### config.mk
export PLATFORM = sky130hd
export DESIGN_NAME = reorder_buffer
export DESIGN_NICKNAME = d
export VERILOG_FILES = /design/src/rtl/reorder_buffer.sv
export SDC_FILE = /design/constraint.sdc
export NUM_CORES = 1
export LEC_CHECK = 0
export BUFFER_PORTS_ARGS = -buffer_cell sky130_fd_sc_hd__buf_2
export CORE_MARGIN = 2
export CORE_UTILIZATION = 29
export CTS_CLUSTER_SIZE = 14
export DETAILED_ROUTE_END_ITERATION = 8
export GPL_TIMING_DRIVEN = 0
export REMOVE_ABC_BUFFERS = 1
export SLEW_MARGIN = 20
export SYNTH_ARGS = -nofsm -noshare
export SYNTH_HDL_FRONTEND = slang
export SYNTH_SLANG_ARGS = --single-unit
### constraint.sdc
create_clock -name clock -period 7.4 [get_ports clock]
set_input_delay 0.37 -clock clock [delete_from_list [all_inputs] [get_ports clock]]
set_output_delay 0.37 -clock clock [all_outputs]
set_load 0.05 [all_outputs]
### src/rtl/reorder_buffer.sv
`default_nettype none
// ============================================================================
// Module   : reorder_buffer
// Brief    : Circular ROB: allocates tags, captures CDB results, serves operand
//            reads and retires completed entries in program order.
// Revision : 1.0 - initial release
// ============================================================================
module reorder_buffer #(
  parameter int ROB_SZ = 8,
  parameter int TAG_W  = $clog2(ROB_SZ + 1)
) (
  input  logic             clock,
  input  logic             reset,
  input  logic             dispatch_valid,
  input  logic             dispatch_has_dest,
  input  logic [4:0]       dispatch_dest,
  output logic             rob_full,
  output logic [TAG_W-1:0] alloc_tag,
  input  logic [TAG_W-1:0] src_tag_a,
  input  logic [TAG_W-1:0] src_tag_b,
  output logic             src_ready_a,
  output logic             src_ready_b,
  output logic [31:0]      src_value_a,
  output logic [31:0]      src_value_b,
  input  logic             cdb_valid,
  input  logic [TAG_W-1:0] cdb_tag,
  input  logic [31:0]      cdb_value,
  input  logic             squash,
  output logic             retire_valid,
  output logic [TAG_W-1:0] retire_tag,
  output logic             retire_has_dest,
  output logic [4:0]       retire_dest,
  output logic [31:0]      retire_value,
  output logic [TAG_W-1:0] count
);

  localparam int c_IDX_W = $clog2(ROB_SZ);

  logic [ROB_SZ-1:0]  r_busy;
  logic [ROB_SZ-1:0]  r_done;
  logic [ROB_SZ-1:0]  r_has_dest;
  logic [4:0]         r_dest  [ROB_SZ];
  logic [31:0]        r_value [ROB_SZ];
  logic [c_IDX_W-1:0] r_head;
  logic [c_IDX_W-1:0] r_tail;
  logic [TAG_W-1:0]   r_count;

  logic               w_accept;
  logic               w_retire;
  logic               w_cdb_in_range;
  logic               w_cdb_hit;
  logic [c_IDX_W-1:0] w_cdb_idx;

  assign rob_full  = (r_count == TAG_W'(ROB_SZ));
  assign alloc_tag = TAG_W'(r_tail) + TAG_W'(1);
  assign count     = r_count;
  assign w_accept  = dispatch_valid && !rob_full;

  assign w_cdb_in_range = (cdb_tag != '0) && (cdb_tag <= TAG_W'(ROB_SZ));
  assign w_cdb_idx      = c_IDX_W'(cdb_tag - TAG_W'(1));
  assign w_cdb_hit      = cdb_valid && w_cdb_in_range && r_busy[w_cdb_idx];

  assign w_retire        = r_busy[r_head] && r_done[r_head];
  assign retire_valid    = w_retire;
  assign retire_tag      = TAG_W'(r_head) + TAG_W'(1);
  assign retire_has_dest = r_has_dest[r_head];
  assign retire_dest     = r_dest[r_head];
  assign retire_value    = r_value[r_head];

  // Returns {ready, value}; a result on the CDB this cycle is bypassed.
  function automatic logic [32:0] read_src(input logic [TAG_W-1:0] tag);
    logic [c_IDX_W-1:0] idx;
    idx = c_IDX_W'(tag - TAG_W'(1));
    if (tag == '0 || tag > TAG_W'(ROB_SZ)) begin
      return 33'd0;
    end else if (r_done[idx]) begin
      return {1'b1, r_value[idx]};
    end else if (cdb_valid && cdb_tag == tag) begin
      return {1'b1, cdb_value};
    end
    return 33'd0;
  endfunction

  always_comb begin
    {src_ready_a, src_value_a} = read_src(src_tag_a);
    {src_ready_b, src_value_b} = read_src(src_tag_b);
  end

  always_ff @(posedge clock) begin
    if (reset || squash) begin
      r_busy     <= '0;
      r_done     <= '0;
      r_has_dest <= '0;
      for (int i = 0; i < ROB_SZ; i++) begin
        r_dest[i]  <= '0;
        r_value[i] <= '0;
      end
      r_head  <= '0;
      r_tail  <= '0;
      r_count <= '0;
    end else begin
      if (w_accept) begin
        r_busy[r_tail]     <= 1'b1;
        r_done[r_tail]     <= 1'b0;
        r_has_dest[r_tail] <= dispatch_has_dest;
        r_dest[r_tail]     <= dispatch_dest;
        r_tail             <= r_tail + c_IDX_W'(1);
      end
      if (w_cdb_hit) begin
        r_done[w_cdb_idx]  <= 1'b1;
        r_value[w_cdb_idx] <= cdb_value;
      end
      // Head clear comes last so it wins over a late CDB write to the same entry.
      if (w_retire) begin
        r_busy[r_head]     <= 1'b0;
        r_done[r_head]     <= 1'b0;
        r_has_dest[r_head] <= 1'b0;
        r_dest[r_head]     <= '0;
        r_value[r_head]    <= '0;
        r_head             <= r_head + c_IDX_W'(1);
      end
      case ({w_accept, w_retire})
        2'b10:   r_count <= r_count + TAG_W'(1);
        2'b01:   r_count <= r_count - TAG_W'(1);
        default: r_count <= r_count;
      endcase
    end
  end

endmodule
`default_nettype wire

### Yosys cells after proc, flatten, opt, wreduce, memory -nomap -nowiden

Memory sizes are Yosys's and may differ from the RTL's. A register that Yosys moved wholly into a read port is not among the register bits.
Cells that the tools add are included.

* bits in registers: 34
* bits in latches: 0
* bits in writable memories: 296
* ROM bits: 0
* bits of input ports: 55
* logic and storage cells: 135
* memories: 2

Memory list
* r_value: depth 8, bits a word 32, read ports 3, clocked after Yosys merged registers in 1, write ports 8, line 43 `logic [31:0] r_value [ROB_SZ];`
* r_dest: depth 8, bits a word 5, read ports 1, clocked after Yosys merged registers in 1, write ports 8, line 42 `logic [4:0] r_dest [ROB_SZ];`

* add/subtract/negate cells: 9
* multiply operators: 0
* div/mod/pow operators: 0
* magnitude comparators: 11
* equal/unequal tests: 5
* shift operators: 0
* multiplexer cells: 72
* bitwise logic cells: 8
* reduce and logical (&&, ||, !) cells: 22

Operators with widths (count)
* 33-bit two-way mux: 8
* 8-bit two-way mux: 11
* 32-bit two-way mux: 2
* 32-bit OR reduction: 2
* 8-bit AND: 4
* 1-bit two-way mux: 30
* 3-bit two-way mux: 8
* 3-bit by 4-bit < comparator with 1-bit output, second input constant: 5
* 1-bit binary-select mux with 3-bit select: 6
* 8-bit inverter: 2
* 8-bit OR: 2
* 1-bit logical AND: 10
* 5-bit two-way mux: 2
* 5-bit OR reduction: 2
* 1-bit demux with 3-bit select: 3
* 3-bit by 1-bit >= comparator with 1-bit output, second input constant: 3
* 3-bit by 1-bit subtractor with 3-bit output, second input constant: 3
* 3-bit by 1-bit adder with 4-bit output, second input constant: 2
* 8-bit bitwise mux: 1
* 4-bit equality test: 2
* 4-bit > comparator, second input constant: 2
* 4-bit logical NOT: 2
* 4-bit case mux with 2 select lines: 1
* 3-bit by 1-bit adder with 3-bit output, second input constant: 2
* other kinds (10): 12

### Longest topological paths before layout

* depth in word-level cells: 13
* gate-level depth with buffers: 14
* gate-level depth less buffers: 11

### Worst setup path after synthesis

No wires, ideal clock.

* kind: input port to output port
* start: input src_tag_a[0]
* end: output src_value_a[24]
* data arrival time: 3.680 ns
* setup slack: 3.350 ns
* stages: 10
* path buffers: 5
* path through: buf_2 buf_2 buf_2 inv_1 ha_1 buf_1 buf_1 mux4_2 mux2i_1 a211oi_1

* cells in the longest elaborated chain, start to end: 6

RTL lines
* start, declared: line 19 `input logic [TAG_W-1:0] src_tag_a,`
* 3-bit by 1-bit subtractor with 3-bit output / 4-bit equality test (equally long branches): line 73, 78
* 1-bit binary-select mux with 3-bit select / 1-bit logical AND (equally long branches): line 76, 78
* 1-bit two-way mux, on equally long branches: line 76, 78
* 33-bit two-way mux / 1-bit two-way mux (equally long branches): line 76 `end else if (r_done[idx]) begin`
* 33-bit two-way mux / 1-bit two-way mux (equally long branches): line 74 `if (tag == '0 || tag > TAG_W'(ROB_SZ)) begin`
* 33-bit two-way mux (*): line 81 `return 33'd0;`
* end, declared: line 23 `output logic [31:0] src_value_a,`

Mark *: on every way between the ends. The rest lies on a longest branch, timed or not. The select of a mux whose other input is x is not followed.

### Worst setup path after layout

* start: input src_tag_b[0]
* end: output src_value_b[8]

* cells in the longest elaborated chain, start to end: 6

RTL lines
* start, declared: line 20 `input logic [TAG_W-1:0] src_tag_b,`
* 3-bit by 1-bit subtractor with 3-bit output / 4-bit equality test (equally long branches): line 73, 78
* 1-bit binary-select mux with 3-bit select / 1-bit logical AND (equally long branches): line 76, 78
* 1-bit two-way mux, on equally long branches: line 76, 78
* 33-bit two-way mux / 1-bit two-way mux (equally long branches): line 76
* 33-bit two-way mux / 1-bit two-way mux (equally long branches): line 74
* 33-bit two-way mux (*): line 81
* end, declared: line 24 `output logic [31:0] src_value_b,`

Marked as above.

==> run metrics <==
run status finished, final reports clean; DRT antenna net count 0; DP Worst Slack 2.62 ns; clock tree from TritonCTS done; Max Used Layer met5; final critical-path setup slack 2.58 ns; transition time at the pin with the least slew margin roughly 1.1 ns; Max Transition Viols Final 0; cell count after synthesis 1,748; Tot GR Track Use 18.5%; Comb power frac 9.9%; WL met3 3890 um; share of cells above drive strength 1 31.4%; cell area after synthesis 19,400 sq um; synthesized area per cell between 10 and 15 sq um; Final Hold Violating Endpoints 0; DP Area 21,900 sq um; drt wl/cell 24.1 um; first-pass GRT wire length 97,700 um; maximum VDD drop 0.000128 V; fin nets 1,904; # hold bufs at CTS 0; Leak 0.00906 uW; distinct cell type count after synthesis about 50; Clk Latency, worst-skew pair 0.54 ns; WS Path Type input port to output port; Seq cells post-synth between 300 and 400; number of global-route vias before repair roughly 15,000; via count approximately 15,000; unrepaired setup endpoints after global routing no; Max transition margin ~30%; Inserted Clock Buffers 35; CP Capture Type output port; Max Fclk 207 MHz; Design Power 3910 uW; largest net degree at the start of global routing 46; max-cap violations 0; crit path cell chain buf_6, inv_1, ha_4, mux4_2, mux2_4, buf_16, o21ai_4, buf_16, buf_8, a211oi_1, buf_2; Layout Cells excl Fill 2,726; worst path bufs/invs 6; routed vias/inst around 5.4; DRT Pass-1 Iters 7; Pint 2920 uW; GR Overflow Total 0; floorplan row count 94; post-CTS resize count 0; Die Y 263 um; number of remaining DRC errors 0; clk slew on worst S/H paths 0.06 ns; Sw Pwr roughly 1000 uW; Finished Core Util roughly a third; Chip Width 263 um; CP top delay family buffers and inverters; dpl hpwl 46,100 um; clk sinks 333; crit path max fanout 45; Core Region 66,100 sq um; met2 WL 33,200 um; Longest Clk Path Bufs 3; Syn. warnings 0; Crit-path slowest cell ha_4; critical path data arrival time roughly 4.5 ns; Root Driver clkbuf_16; I/O pin count 173; P&R area growth vs syn 18.7%; asr flop ratio synth 0%; Min-Delay Path Class input port to flip-flop; Placer Congestion 0.768; Initial DRC Count roughly 1,100; Starting Density 29.4%; dpl cells ~2,700; fin area 23,100 sq um; CP peak stage delay 0.72 ns; register area share after synthesis between 30% and 40%; sw frac approximately a quarter; routed length on met1 about 26,000 um; clk_skew 0.0217 ns; I/O Buffers ~170; final wirelength 65,700 um; clock share of power 44.2%; EDFF count, synth 0; H-tree levels 2; Top FF cell, synth dfxtp_1; crit share post-route 65.1%; most used cell, CP buf_16; CP required 7.03 ns; crit path launch type input port; initial antenna violation count 10; sequential power share 45.9%; Die ar. slightly below 70,000 sq um; endpoints failing setup 0; Tmin final between 4 and 5 ns; postcts setup bufs 0; Power per Cell Area 170 nW/um^2
-- synthesized netlist by cell type, drive strengths merged, types with 10 or more instances --
master / number / area [sq um]
ha: 10 / 125
a21oi: 17 / 92.6
mux4: 210 / 4730
xor2: 16 / 140
nand2: 16 / 60.1
mux2: 40 / 450
inv: 19 / 71.3
mux2i: 371 / 3710
dfxtp: 333 / 6670
nor2: 393 / 1480
a211oi: 65 / 488
clkbuf: 47 / 178
buf: 143 / 652
-- worst paths after layout --
check                                 startpoint        endpoint  slack (ns)  depth (start not counted)
worst min-delay path            dispatch_dest[1]    r_dest[0][1]        0.19                          3
worst max register to register         r_head[0]        count[2]        3.65                         11
worst max-delay path                src_tag_b[0]  src_value_b[8]        2.58                         11
worst min register to register         r_busy[6]       r_busy[6]        0.48                          2
-- cell type report --
type	count	area, sq um
fillers	6456	43000
multi-input cells	1205	12100
flip-flops and latches	333	6680
repair buffers	244	2020
well taps	864	1080
clock buffers	50	1040
inverters	20	75.1
clock inverters	8	57.6
diodes	2	5.00
-- flip-flops by register name (all words and copies together) (netlist names), named ones only --
name	flops
r_head	3
r_busy	8
count	4
r_done	8
r_has_dest	8
r_tail	3
r_dest	40
r_value	256
-- metal layers --
layer | global-route usage (%) | vias to the layer above
met5 | 0 | -
met4 | 7.83 | 14
met3 | 3.13 | 157
met2 | 32.4 | 612
met1 | 22.5 | 7475
li1 | - | 6580
-- layout by cell type, fill, tap and decap left out, types with 3 or more instances in the layout --
cell / n
mux2i_1: 371
clkbuf_8: 7
inv_1: 14
o31ai_4: 6
buf_6: 25
dfxtp_4: 3
buf_12: 8
a211oi_1: 65
mux2_2: 38
clkbuf_1: 6
buf_2: 172
dfxtp_1: 330
nor2_1: 392
nand3_1: 4
clkbuf_16: 37
buf_4: 11
nand3b_1: 5
a21oi_1: 15
nor2b_1: 6
buf_16: 17
nand2b_1: 4
nand2_1: 16
mux4_2: 210
o41ai_4: 3
inv_2: 5
clkinv_2: 5
ha_1: 8
xnor2_1: 6
buf_8: 11
nand4b_1: 3
xor2_1: 14
-- worst register-to-register path: cells and delay by family, from the launching register on --
kind / cells / cell delay (ns)
muxes: 1 / 0.30
AOI/OAI and AO/OA: 4 / 1.28
xor gates and xnor gates: 2 / 0.25
buffers and inverters: 1 / 0.12
DFF: 1 / 0.92
and+or+nand+nor: 1 / 0.30
adders and majority gates: 2 / 0.49
-- power by group through the flow --
stage,clock network [uW],registers (uW),logic (uW)
final,1730,1800,386
after global routing,1830,1800,403
after CTS,1760,1800,388
after detailed placement,0,1840,386
after global placement,0,1840,343
after floorplan,0,1840,177
-- stage by stage --
stage	TNS [ns]	hold WS [ns]
global placement	-497.87	0.456
finish	0	0.188
detailed placement	0	0.465
CTS	0	0.173
floorplan	0	0.429
global route	0	0.199
-- cell families after synthesis --
family | count (synthesis) | share of synthesized area, %
muxes | 621 | 45.8
and+or+nand+nor | 454 | 9.70
DFF | 333 | 34.3
buffers and inverters | 210 | 4.66
AOI/OAI and AO/OA | 98 | 3.92
xor gates and xnor gates | 22 | 0.992
adders and majority gates | 10 | 0.644
No activity file was read; power rests on OpenSTA's default activity.
